`src/rtl/inst_fetch_queue_pkg.sv`:
```
// Shared constants for the instruction-fetch front end.
package inst_fetch_queue_pkg;

  localparam logic [31:0] RESET_PC_DEFAULT = 32'hbfc00000;
  localparam logic [1:0]  SIZE_WORD        = 2'd2;
  localparam int          INST_W           = 32;

  // Sequential fetch advances one 32-bit instruction word.
  function automatic logic [31:0] next_seq_pc(input logic [31:0] pc);
    return pc + 32'd4;
  endfunction

endpackage

```
`src/rtl/inst_fetch_queue_if.sv`:
```
// Core-side instruction stream plus the sram-like bridge port.
interface inst_fetch_queue_if;
  import inst_fetch_queue_pkg::*;

  logic              redirect_valid;
  logic [31:0]       redirect_pc;
  logic              out_valid;
  logic              out_ready;
  logic [31:0]       out_pc;
  logic [INST_W-1:0] out_inst;
  logic              inst_sram_req;
  logic              inst_sram_wr;
  logic [1:0]        inst_sram_size;
  logic [3:0]        inst_sram_wstrb;
  logic [31:0]       inst_sram_addr;
  logic [31:0]       inst_sram_wdata;
  logic              inst_sram_addr_ok;
  logic              inst_sram_data_ok;
  logic [31:0]       inst_sram_rdata;

  // Fetch queue side
  modport slave (
    input  redirect_valid, redirect_pc, out_ready,
           inst_sram_addr_ok, inst_sram_data_ok, inst_sram_rdata,
    output out_valid, out_pc, out_inst,
           inst_sram_req, inst_sram_wr, inst_sram_size, inst_sram_wstrb,
           inst_sram_addr, inst_sram_wdata
  );

  // Core + bridge side
  modport master (
    output redirect_valid, redirect_pc, out_ready,
           inst_sram_addr_ok, inst_sram_data_ok, inst_sram_rdata,
    input  out_valid, out_pc, out_inst,
           inst_sram_req, inst_sram_wr, inst_sram_size, inst_sram_wstrb,
           inst_sram_addr, inst_sram_wdata
  );

endinterface

```
`src/rtl/inst_fetch_queue_fetch_fifo.sv`:
```
// In-order queue of fetched PCs; entries are allocated at request accept
// and filled by responses, which return in request order.
module fetch_fifo
  import inst_fetch_queue_pkg::*;
#(
  parameter int DEPTH = 4,
  localparam int AW = $clog2(DEPTH),
  localparam int CW = AW + 1
) (
  input  logic              clk,
  input  logic              resetn,
  input  logic              i_flush,
  input  logic              i_alloc,
  input  logic [31:0]       i_alloc_pc,
  input  logic              i_fill,
  input  logic [INST_W-1:0] i_fill_inst,
  input  logic              i_pop,
  output logic [CW-1:0]     o_count,
  output logic [CW-1:0]     o_unfilled,
  output logic              o_head_valid,
  output logic [31:0]       o_head_pc,
  output logic [INST_W-1:0] o_head_inst
);

  logic [CW-1:0]     r_alloc_ptr, r_fill_ptr, r_head_ptr;
  logic [DEPTH-1:0]  r_filled;
  logic [31:0]       r_pc   [DEPTH];
  logic [INST_W-1:0] r_inst [DEPTH];
  logic [AW-1:0]     w_alloc_idx, w_fill_idx, w_head_idx;

  assign w_alloc_idx  = r_alloc_ptr[AW-1:0];
  assign w_fill_idx   = r_fill_ptr[AW-1:0];
  assign w_head_idx   = r_head_ptr[AW-1:0];
  assign o_count      = r_alloc_ptr - r_head_ptr;
  assign o_unfilled   = r_alloc_ptr - r_fill_ptr;
  // Filled bits of popped slots go stale, so an empty queue must mask them.
  assign o_head_valid = (o_count != '0) && r_filled[w_head_idx];
  assign o_head_pc    = r_pc[w_head_idx];
  assign o_head_inst  = r_inst[w_head_idx];

  // Pointer update; a flush empties the queue and overrides everything else.
  always_ff @(posedge clk or negedge resetn) begin
    if (!resetn) begin
      r_alloc_ptr <= '0;
      r_fill_ptr  <= '0;
      r_head_ptr  <= '0;
    end else if (i_flush) begin
      r_alloc_ptr <= '0;
      r_fill_ptr  <= '0;
      r_head_ptr  <= '0;
    end else begin
      if (i_alloc) r_alloc_ptr <= r_alloc_ptr + CW'(1);
      if (i_fill)  r_fill_ptr  <= r_fill_ptr + CW'(1);
      if (i_pop)   r_head_ptr  <= r_head_ptr + CW'(1);
    end
  end

  // Entry storage; alloc and fill never hit the same slot in one cycle.
  always_ff @(posedge clk or negedge resetn) begin
    if (!resetn) begin
      r_filled <= '0;
      for (int i = 0; i < DEPTH; i++) begin
        r_pc[i]   <= '0;
        r_inst[i] <= '0;
      end
    end else if (!i_flush) begin
      if (i_alloc) begin
        r_pc[w_alloc_idx]     <= i_alloc_pc;
        r_filled[w_alloc_idx] <= 1'b0;
      end
      if (i_fill) begin
        r_inst[w_fill_idx]   <= i_fill_inst;
        r_filled[w_fill_idx] <= 1'b1;
      end
    end
  end

endmodule

```
`src/rtl/inst_fetch_queue.sv`:
```
// Fetch front end: issues sequential sram-like requests, caps in-flight
// work at DEPTH, and drops responses of requests cancelled by a redirect.
module inst_fetch_queue
  import inst_fetch_queue_pkg::*;
#(
  parameter int          DEPTH    = 4,
  parameter logic [31:0] RESET_PC = RESET_PC_DEFAULT
) (
  input  logic               clk,
  input  logic               resetn,
  inst_fetch_queue_if.slave  bus
);

  localparam int AW = $clog2(DEPTH);
  localparam int CW = AW + 1;
  localparam int SW = CW + 1;

  logic          r_req;
  logic [31:0]   r_addr;
  logic          r_redirect_pending;
  logic [31:0]   r_redirect_pc;
  logic [CW-1:0] r_discard;

  logic          w_acc, w_hold, w_drop, w_fill, w_alloc, w_pop, w_room;
  logic          w_head_valid;
  logic [CW-1:0] w_count, w_unfilled, w_count_next, w_discard_next;
  logic          w_req_next, w_pending_next;
  logic [31:0]   w_addr_next, w_redirect_pc_next;

  assign w_acc   = r_req & bus.inst_sram_addr_ok;
  assign w_hold  = r_req & ~bus.inst_sram_addr_ok;
  assign w_drop  = bus.inst_sram_data_ok & (r_discard != '0);
  assign w_fill  = bus.inst_sram_data_ok & (r_discard == '0) & ~bus.redirect_valid;
  // A request accepted after a redirect (pending or same-cycle) is never queued.
  assign w_alloc = w_acc & ~r_redirect_pending & ~bus.redirect_valid;
  assign w_pop   = w_head_valid & bus.out_ready & ~bus.redirect_valid;

  fetch_fifo #(.DEPTH(DEPTH)) u_fifo (
    .clk          (clk),
    .resetn       (resetn),
    .i_flush      (bus.redirect_valid),
    .i_alloc      (w_alloc),
    .i_alloc_pc   (r_addr),
    .i_fill       (w_fill),
    .i_fill_inst  (bus.inst_sram_rdata),
    .i_pop        (w_pop),
    .o_count      (w_count),
    .o_unfilled   (w_unfilled),
    .o_head_valid (w_head_valid),
    .o_head_pc    (bus.out_pc),
    .o_head_inst  (bus.out_inst)
  );

  // Occupancy after this cycle's events, used to gate the next request.
  always_comb begin
    w_discard_next = r_discard;
    if (bus.redirect_valid)
      // Every outstanding request is now stale; a same-cycle response retires the oldest.
      w_discard_next = r_discard + w_unfilled + CW'(w_acc) - CW'(bus.inst_sram_data_ok);
    else
      w_discard_next = r_discard + CW'(w_acc & r_redirect_pending) - CW'(w_drop);
    w_count_next = bus.redirect_valid ? '0 : (w_count + CW'(w_alloc) - CW'(w_pop));
    w_room       = (SW'(w_count_next) + SW'(w_discard_next)) < SW'(DEPTH);
  end

  // Next request: a held request is frozen, otherwise reissue when room allows.
  always_comb begin
    w_req_next         = r_req;
    w_addr_next        = r_addr;
    w_pending_next     = r_redirect_pending;
    w_redirect_pc_next = r_redirect_pc;
    if (w_hold) begin
      w_req_next = 1'b1;
      if (bus.redirect_valid) begin
        w_pending_next     = 1'b1;
        w_redirect_pc_next = bus.redirect_pc;
      end
    end else begin
      w_req_next     = w_room;
      w_pending_next = 1'b0;
      if (bus.redirect_valid)
        w_addr_next = bus.redirect_pc;
      else if (r_redirect_pending)
        w_addr_next = r_redirect_pc;
      else if (w_acc)
        w_addr_next = next_seq_pc(r_addr);
    end
  end

  // Request, redirect and discard registers.
  always_ff @(posedge clk or negedge resetn) begin
    if (!resetn) begin
      r_req              <= 1'b0;
      r_addr             <= RESET_PC;
      r_redirect_pending <= 1'b0;
      r_redirect_pc      <= '0;
      r_discard          <= '0;
    end else begin
      r_req              <= w_req_next;
      r_addr             <= w_addr_next;
      r_redirect_pending <= w_pending_next;
      r_redirect_pc      <= w_redirect_pc_next;
      r_discard          <= w_discard_next;
    end
  end

  assign bus.out_valid       = w_head_valid;
  assign bus.inst_sram_req   = r_req;
  assign bus.inst_sram_addr  = r_addr;
  assign bus.inst_sram_wr    = 1'b0;
  assign bus.inst_sram_size  = SIZE_WORD;
  assign bus.inst_sram_wstrb = '0;
  assign bus.inst_sram_wdata = '0;

endmodule

```
`src/flat_wrapper.sv`:
```
// flat-port wrapper written by rule: the top's interface ports become plain ports
module inst_fetch_queue_flat import inst_fetch_queue_pkg::*;
#(
  parameter int          DEPTH    = 4,
  parameter logic [31:0] RESET_PC = RESET_PC_DEFAULT
)
  (clk, resetn, bus_redirect_valid, bus_redirect_pc, bus_out_ready, bus_inst_sram_addr_ok, bus_inst_sram_data_ok, bus_inst_sram_rdata, bus_out_valid, bus_out_pc, bus_out_inst, bus_inst_sram_req, bus_inst_sram_wr, bus_inst_sram_size, bus_inst_sram_wstrb, bus_inst_sram_addr, bus_inst_sram_wdata);
  inst_fetch_queue_if bus_i ();
  input  logic clk;
  input  logic resetn;
  input wire logic [$bits(bus_i.redirect_valid)-1:0] bus_redirect_valid;
  input wire logic [$bits(bus_i.redirect_pc)-1:0] bus_redirect_pc;
  input wire logic [$bits(bus_i.out_ready)-1:0] bus_out_ready;
  input wire logic [$bits(bus_i.inst_sram_addr_ok)-1:0] bus_inst_sram_addr_ok;
  input wire logic [$bits(bus_i.inst_sram_data_ok)-1:0] bus_inst_sram_data_ok;
  input wire logic [$bits(bus_i.inst_sram_rdata)-1:0] bus_inst_sram_rdata;
  output wire logic [$bits(bus_i.out_valid)-1:0] bus_out_valid;
  output wire logic [$bits(bus_i.out_pc)-1:0] bus_out_pc;
  output wire logic [$bits(bus_i.out_inst)-1:0] bus_out_inst;
  output wire logic [$bits(bus_i.inst_sram_req)-1:0] bus_inst_sram_req;
  output wire logic [$bits(bus_i.inst_sram_wr)-1:0] bus_inst_sram_wr;
  output wire logic [$bits(bus_i.inst_sram_size)-1:0] bus_inst_sram_size;
  output wire logic [$bits(bus_i.inst_sram_wstrb)-1:0] bus_inst_sram_wstrb;
  output wire logic [$bits(bus_i.inst_sram_addr)-1:0] bus_inst_sram_addr;
  output wire logic [$bits(bus_i.inst_sram_wdata)-1:0] bus_inst_sram_wdata;
  assign bus_i.redirect_valid = bus_redirect_valid;
  assign bus_i.redirect_pc = bus_redirect_pc;
  assign bus_i.out_ready = bus_out_ready;
  assign bus_i.inst_sram_addr_ok = bus_inst_sram_addr_ok;
  assign bus_i.inst_sram_data_ok = bus_inst_sram_data_ok;
  assign bus_i.inst_sram_rdata = bus_inst_sram_rdata;
  assign bus_out_valid = bus_i.out_valid;
  assign bus_out_pc = bus_i.out_pc;
  assign bus_out_inst = bus_i.out_inst;
  assign bus_inst_sram_req = bus_i.inst_sram_req;
  assign bus_inst_sram_wr = bus_i.inst_sram_wr;
  assign bus_inst_sram_size = bus_i.inst_sram_size;
  assign bus_inst_sram_wstrb = bus_i.inst_sram_wstrb;
  assign bus_inst_sram_addr = bus_i.inst_sram_addr;
  assign bus_inst_sram_wdata = bus_i.inst_sram_wdata;
  inst_fetch_queue #(.DEPTH(DEPTH), .RESET_PC(RESET_PC)) u_core (.clk(clk), .resetn(resetn), .bus(bus_i));
endmodule
```
`config.mk`:
```
export PLATFORM = sky130hd
export DESIGN_NAME = inst_fetch_queue_flat
export DESIGN_NICKNAME = d
export VERILOG_FILES = /design/src/rtl/inst_fetch_queue_pkg.sv /design/src/rtl/inst_fetch_queue_if.sv /design/src/rtl/inst_fetch_queue_fetch_fifo.sv /design/src/rtl/inst_fetch_queue.sv /design/src/flat_wrapper.sv
export SDC_FILE = /design/constraint.sdc
export NUM_CORES = 1
export LEC_CHECK = 0
export CAP_MARGIN = 40
export CORE_MARGIN = 10
export CORE_UTILIZATION = 50
export CTS_CLUSTER_SIZE = 30
export DETAILED_ROUTE_END_ITERATION = 10
export GPL_ROUTABILITY_DRIVEN = 0
export PLACE_DENSITY_LB_ADDON = 0.05
export SYNTH_ARGS = -nofsm -noshare
export SYNTH_HDL_FRONTEND = slang
export SYNTH_SLANG_ARGS = --single-unit
```
`constraint.sdc`:
```
create_clock -name clk -period 3.7 [get_ports clk]
set_input_delay 0.74 -clock clk [delete_from_list [all_inputs] [get_ports clk]]
set_output_delay 0.74 -clock clk [all_outputs]
set_load 0.02 [all_outputs]
```
# --- Word level (Yosys, flattened, before mapping) ---
# Cells that the tools add are included.
# Widths: inputs -> output; s select.
totals:
  romBits: 0
  n_memories: 0
  latch_bits: 0
  reg_bits: 338
  inputBits: 70
  ramBits: 0
classes:
  mul: 0
  mux: 35
  shifts: 0
  n_addsub: 14
  eq_ne: 1
  reduce_logical: 16
  div: 0
  magnitude_cmp: 11
  bitwise_logic: 20
ops:
  columns: ["op", "count"]
  rows:
  - ["$mux 32", 9]
  - ["$bwmux 128", 2]
  - ["$bmux 32 s2", 2]
  - ["$demux 32 s2", 2]
  - ["$add 32x3->32 const B", 1]
  - ["$mux 3", 8]
  - ["$mux 4", 3]
  - ["$and 1x1->1", 10]
  - ["$add 3x1->3 const B", 3]
  - ["$ge 3x3->1 const B", 3]
  - ["$lt 2x3->1 const B", 3]
  - ["$not 2->3", 3]
  - ["$reduce_bool 3->1", 3]
  - ["$sub 3x1->3", 3]
  - ["$reduce_and 2->1", 4]
  - ["$add 3x1->3", 2]
  - ["$add 3x3->3", 2]
  - ["$lt 3x1->1 const B", 2]
  - ["$mux 1", 6]
  - ["$reduce_bool 2->1", 3]
  - ["$sub 3x3->3", 2]
  - ["$logic_and 1x1->1", 5]
  - ["$add 3x3->4", 1]
  - ["$and 4x4->4", 1]
  - ["9 further kinds", 14]

# --- Longest topological paths before layout ---
logic_depth:
  ltp_word: 10
  mapped_depth: 16

# --- By module ---
# A second synthesis with hierarchy kept.
unflattened:
  cells_unflattened: 1166
  hier_area_um2: 17220.3
by_module_without_submodules:
  columns: ["mod", "instances", "area_each_um2", "seq_area_each_um2", "cells_per_inst"]
  rows:
  - ["fetch_fifo", 1, 12668.4, 6731.5, 697]
  - ["inst_fetch_queue", 1, 4551.9, 1737.9, 469]

# --- Worst setup path before layout ---
# OpenSTA, ideal clock, no wires.
synth_timing:
  path_type: "input to register"
  startpoint: "in bus_inst_sram_data_ok"
  endpoint: "reg u_core.r_req, in the netlist u_core.bus.inst_sram_req"
  stages: 12
  slack_ns: -0.081
  path_buffers: 0
  required_ns: 3.590
  t_arrival_ns: 3.671
  path_cell_list: "inv_1 fa_1 inv_1 fa_1 fa_1 fa_1 xor2_1 xnor2_1 a21oi_1 xnor2_1 ha_1 o41ai_1"
synth_between:
  elab_chain_cells: 6
  word_cells_on_any_way: 7
  cone_classes: "add/sub (3); order compare (1); mux (2); bitwise (1)"
synth_lines:
  columns: ["element", "line", "text"]
  rows:
  - ["from (decl)", "flat_wrapper.sv:15", "input wire logic [$bits(bus_i.inst_sram_data_ok)-1:0] bus_inst_sram_data_ok;"]
  - ["$and 1x1->1", "inst_fetch_queue.sv:32", "assign w_drop = bus.inst_sram_data_ok & (r_discard != '0);"]
  - ["$sub 3x1->3", "inst_fetch_queue.sv:61", "w_discard_next = r_discard + CW'(w_acc & r_redirect_pending) - CW'(w_drop);"]
  - ["$mux 3 *", "inst_fetch_queue.sv:57", "if (bus.redirect_valid)"]
  - ["via u_core.w_discard_next[2]", "inst_fetch_queue.sv:26", "logic [CW-1:0] w_count, w_unfilled, w_count_next, w_discard_next;"]
  - ["$add 3x3->4 *", "inst_fetch_queue.sv:63", "w_room = (SW'(w_count_next) + SW'(w_discard_next)) < SW'(DEPTH);"]
  - ["$lt 4x3->1 *", "inst_fetch_queue.sv:63", null]
  - ["$mux 1 *", "inst_fetch_queue.sv:72", "if (w_hold) begin"]
  - ["via u_core.w_req_next", "inst_fetch_queue.sv:27", "logic w_req_next, w_pending_next;"]
  - ["to (signal assigned)", "inst_fetch_queue.sv:99", "r_req <= w_req_next;"]
  - ["to (decl)", "inst_fetch_queue.sv:18", "logic r_req;"]
# Mark *: on every way through the listed nets, which the timed path passes. The rest lies on a longest branch.
# A chain may end at the register's enable or synchronous reset.

# --- Worst setup path after layout ---
layout_timing:
  startpoint: "reg u_core.u_fifo.r_alloc_ptr[0]"
  endpoint: "reg u_core.r_req, in the netlist u_core.bus.inst_sram_req"
layout_between:
  word_cells_on_any_way: 16
  cone_classes: "add/sub (8); order compare (1); mux (3); bitwise (2); reduce/logical (2)"
layout_rtl:
  columns: ["element", "line", "text"]
  rows:
  - ["from (decl)", "inst_fetch_queue_fetch_fifo.sv:25", "logic [CW-1:0] r_alloc_ptr, r_fill_ptr, r_head_ptr;"]
  - ["from (signal assigned)", "inst_fetch_queue_fetch_fifo.sv:52", "if (i_alloc) r_alloc_ptr <= r_alloc_ptr + CW'(1);"]
  - ["$sub 3x3->3", "inst_fetch_queue_fetch_fifo.sv:35", "assign o_unfilled = r_alloc_ptr - r_fill_ptr;"]
  - ["$add 3x3->3", "inst_fetch_queue.sv:59", "w_discard_next = r_discard + w_unfilled + CW'(w_acc) - CW'(bus.inst_sram_data_ok);"]
  - ["$add 3x1->3", "inst_fetch_queue.sv:59", null]
  - ["$sub 3x1->3", "inst_fetch_queue.sv:59", null]
  - ["$mux 3", "inst_fetch_queue.sv:57", null]
  - ["via u_core.w_discard_next[2]", "inst_fetch_queue.sv:26", null]
  - ["$add 3x3->4", "inst_fetch_queue.sv:63", null]
  - ["$lt 4x3->1", "inst_fetch_queue.sv:63", null]
  - ["$mux 1", "inst_fetch_queue.sv:72", null]
  - ["via u_core.w_req_next", "inst_fetch_queue.sv:27", null]
# The timed path passes the listed nets, and every way through them passes these cells.

==> impl_metrics.env <==
export IMPL_utilization=0.6167
export IMPL_ys_flop_type="dfrtp_1"
export IMPL_ff2ff_setup_slack_ps=40
export IMPL_startpoint="u_core.u_fifo.r_alloc_ptr[0]"
export IMPL_die_area_um2=39680
export IMPL_die_w_um=199.2
export IMPL_maxCapViolCount=0
export IMPL_timing_rr_end="u_core.bus.inst_sram_req"
export IMPL_vias=9978
export IMPL_drive_gt1_frac=0.3586
export IMPL_path_clk_slew_ps=60
export IMPL_ys_ff_latch=338
export IMPL_cts_buffers=38
export IMPL_fin_crit_sh=0.9897
export IMPL_netlist_instances=1158
export IMPL_cp_start_kind="register"
export IMPL_postRouteAntennaNets=0
export IMPL_syn_to_final_growth_pct=21.51
export IMPL_hold_violations=0
export IMPL_crit_slowest_cell="fa_1"
export IMPL_r2r_start="u_core.u_fifo.r_alloc_ptr[0]"
export IMPL_clk_latency_ps=520
export IMPL_drv_slew=0
export IMPL_grt_pass1_wl_mm=61.11
export IMPL_root_buffer="clkbuf_16"
export IMPL_syn_area_um2=16060
export IMPL_stdcell_count=1760
export IMPL_cts_sinks=338
export IMPL_setup_violations=0
export IMPL_rows=65
export IMPL_io_pins=207
export IMPL_endpoint="u_core.bus.inst_sram_req"
export IMPL_antenna_found_initial=1
export IMPL_synth_cell_type_count=65
export IMPL_cp_max_fo=4
export IMPL_worst_setup_path_type="register to register"
export IMPL_max_freq_mhz=273.1
export IMPL_antenna_cells=0
export IMPL_relSlewSlack=0.5260
export IMPL_die_y_um=199.2
export IMPL_hold_path_class="input pin to async pin"
export IMPL_syn_area_per_cell_um2=13.87
export IMPL_tightest_slew_ps=705.6
export IMPL_grt_max_degree=83
export IMPL_fin_crit_ps=3662
export IMPL_dp_cells=1688
export IMPL_ys_warn_count=0
export IMPL_power_density_nw_per_um2=753.1
export IMPL_drt_iter0_drc=555
export IMPL_layout_common_cells="dfrtp_1, mux2_2, clkdlybuf4s50_1"
export IMPL_grt_usage=0.1942
export IMPL_drt_first_pass_iters=5
export IMPL_skew_ps=12.09
export IMPL_hold_buffers=0
export IMPL_core_area_um2=31640
export IMPL_drc=0
export IMPL_status="completed"
export IMPL_ys_async_sr_fraction=1.000
export IMPL_clockBufferDepth=3
export IMPL_grt_pass1_vias=10611
export IMPL_final_common_cell="dfrtp_1"
export IMPL_yosysSeqAreaShare=0.5275
export IMPL_final_nets=1425
export IMPL_worstPathRequired_ps=4110
export IMPL_tritoncts="built"
export IMPL_ff2ff_path_depth=12
export IMPL_endpoint_kind="register"
export IMPL_power_leakage_nw=8.840
export IMPL_io_buffers=167
export IMPL_grt_overflow=0
export IMPL_rsz0062_at_grt="true"
export IMPL_htree_levels=2
export IMPL_path_cells="buf_6 > fa_1 > inv_2 > fa_1 > fa_2 > fa_2 > xor2_1 > xnor2_1 > a21oi_1 > xnor2_1 > ha_1 > o41ai_2"
export IMPL_initial_utilization=0.5075
export IMPL_wirelength_mm=38.25
export IMPL_dp_hpwl_mm=25.15
export IMPL_slowest_delay_ps=520
export IMPL_crit_arrival_ps=4070
export IMPL_fin_setup_tns_ps=0
export IMPL_routed_via_density=5.669
export IMPL_wire_per_inst_um=21.73
export IMPL_irDropWorstVdd_mv=0.4431
export IMPL_synth_edff_count=0
==> stage by stage <==
step / cell area, um2 / total power [mW] / worst slack [ps] / hold WS, ps
after floorplan: 16200 / 8.721 / 35.32 / 441.6
after global placement: 18080 / 10.66 / -592.6 / 459.6
after detailed placement: 18110 / 10.80 / -610.6 / 470.5
after CTS: 19460 / 14.81 / 10.67 / 156.8
after global routing: 19510 / 15.56 / -142.4 / 183.1
final: 19510 / 14.69 / 38.05 / 149.2
==> final cells by class <==
| type | instances | area, um2 |
|---|---|---|
| fill | 2504 | 12130 |
| sequential | 338 | 8477 |
| multi-input combinational | 720 | 7041 |
| timing repair buffer | 212 | 2095 |
| clock buffer | 62 | 1215 |
| tap | 402 | 503.0 |
| clock inverter | 6 | 105.1 |
| inverter | 20 | 75.07 |
==> synth_stat cells (all sizes together) (4+ instances only) <==
cell	n	area (um2)
fa	8	160.2
dfstp	9	236.5
nand3	10	67.57
and3	5	31.28
ha	17	212.7
buf	85	520.5
o31a	6	52.55
nand4	11	75.07
mux4	65	1464
mux2	279	3142
a22o	11	96.34
dfrtp	329	8233
xor2	7	61.31
clkbuf	32	121.4
a31oi	12	75.07
o21ai	49	245.2
nor4	6	73.82
nand2b	4	25.02
nor2	28	112.6
a22oi	16	120.1
inv	20	75.07
nor2b	6	37.54
nand2	63	241.5
mux2i	4	40.04
xnor2	6	52.55
nor3	8	45.04
a21oi	21	105.1
==> kinds of logic after synthesis <==
| group | after synthesis | share of synthesized area |
|---|---|---|
| adder cells (fa/ha/maj) | 25 | 0.02322 |
| other | 2 | 0.0004677 |
| buffers and inverters | 137 | 0.04465 |
| XOR/XNOR | 14 | 0.008572 |
| flip-flops | 338 | 0.5275 |
| AND/OR/NAND/NOR | 150 | 0.04808 |
| multiplexers | 348 | 0.2893 |
| AO/OA/AOI/OAI | 144 | 0.05821 |
==> state kept, by name, indices dropped and copies added (netlist names), 4 cells and up <==
name                       count
u_core.u_fifo.r_inst         128
u_core.u_fifo.r_pc           128
u_core.bus.inst_sram_addr     32
u_core.r_redirect_pc          32
u_core.u_fifo.r_filled         4
==> critical path, delay by kind of cell, from the launching register on <==
family / cells / cell delay, ps
adder cells (fa/ha/maj): 5 / 2040
AO/OA/AOI/OAI: 2 / 480
XOR/XNOR: 3 / 460
flip-flops: 1 / 400
buffers and inverters: 2 / 180
==> power by group <==
group,total [mW],internal [mW],switching [mW]
combinational,4.92,2.66,2.26
sequential,5.86,4.88,0.978
clock,3.92,2.45,1.47
total,14.7,9.98,4.71
==> worst min path at each step <==
stage / to / cells past startpoint / slack (ps)
after floorplan: u_core.bus.inst_sram_addr[0] / 0 / 440
after global placement: u_core.u_fifo.r_pc[7] / 2 / 460
after detailed placement: u_core.u_fifo.r_pc[92] / 2 / 470
after CTS: u_core.u_fifo.r_pc[29] / 1 / 160
after global routing: u_core.u_fifo.r_pc[112] / 1 / 180
final: u_core.u_fifo.r_pc[114] / 1 / 150
==> routing by layer <==
metal  vias to the layer above  routed length, um  track usage
met3                        54               2079      0.04172
met2                       205              18350       0.3110
met4                         2                595      0.04295
met1                      5192              17210       0.2661
met5                         -                 13            0
li1                       4525                  -            -
==> timing repair <==
action,in CTS,in global routing
hold endpoints to repair,0,0
resized for setup,5,12
setup buffers,0,4
endpoints found under the setup margin,44,33
pin swaps,1,10
(Power assumes the default switching activity.)
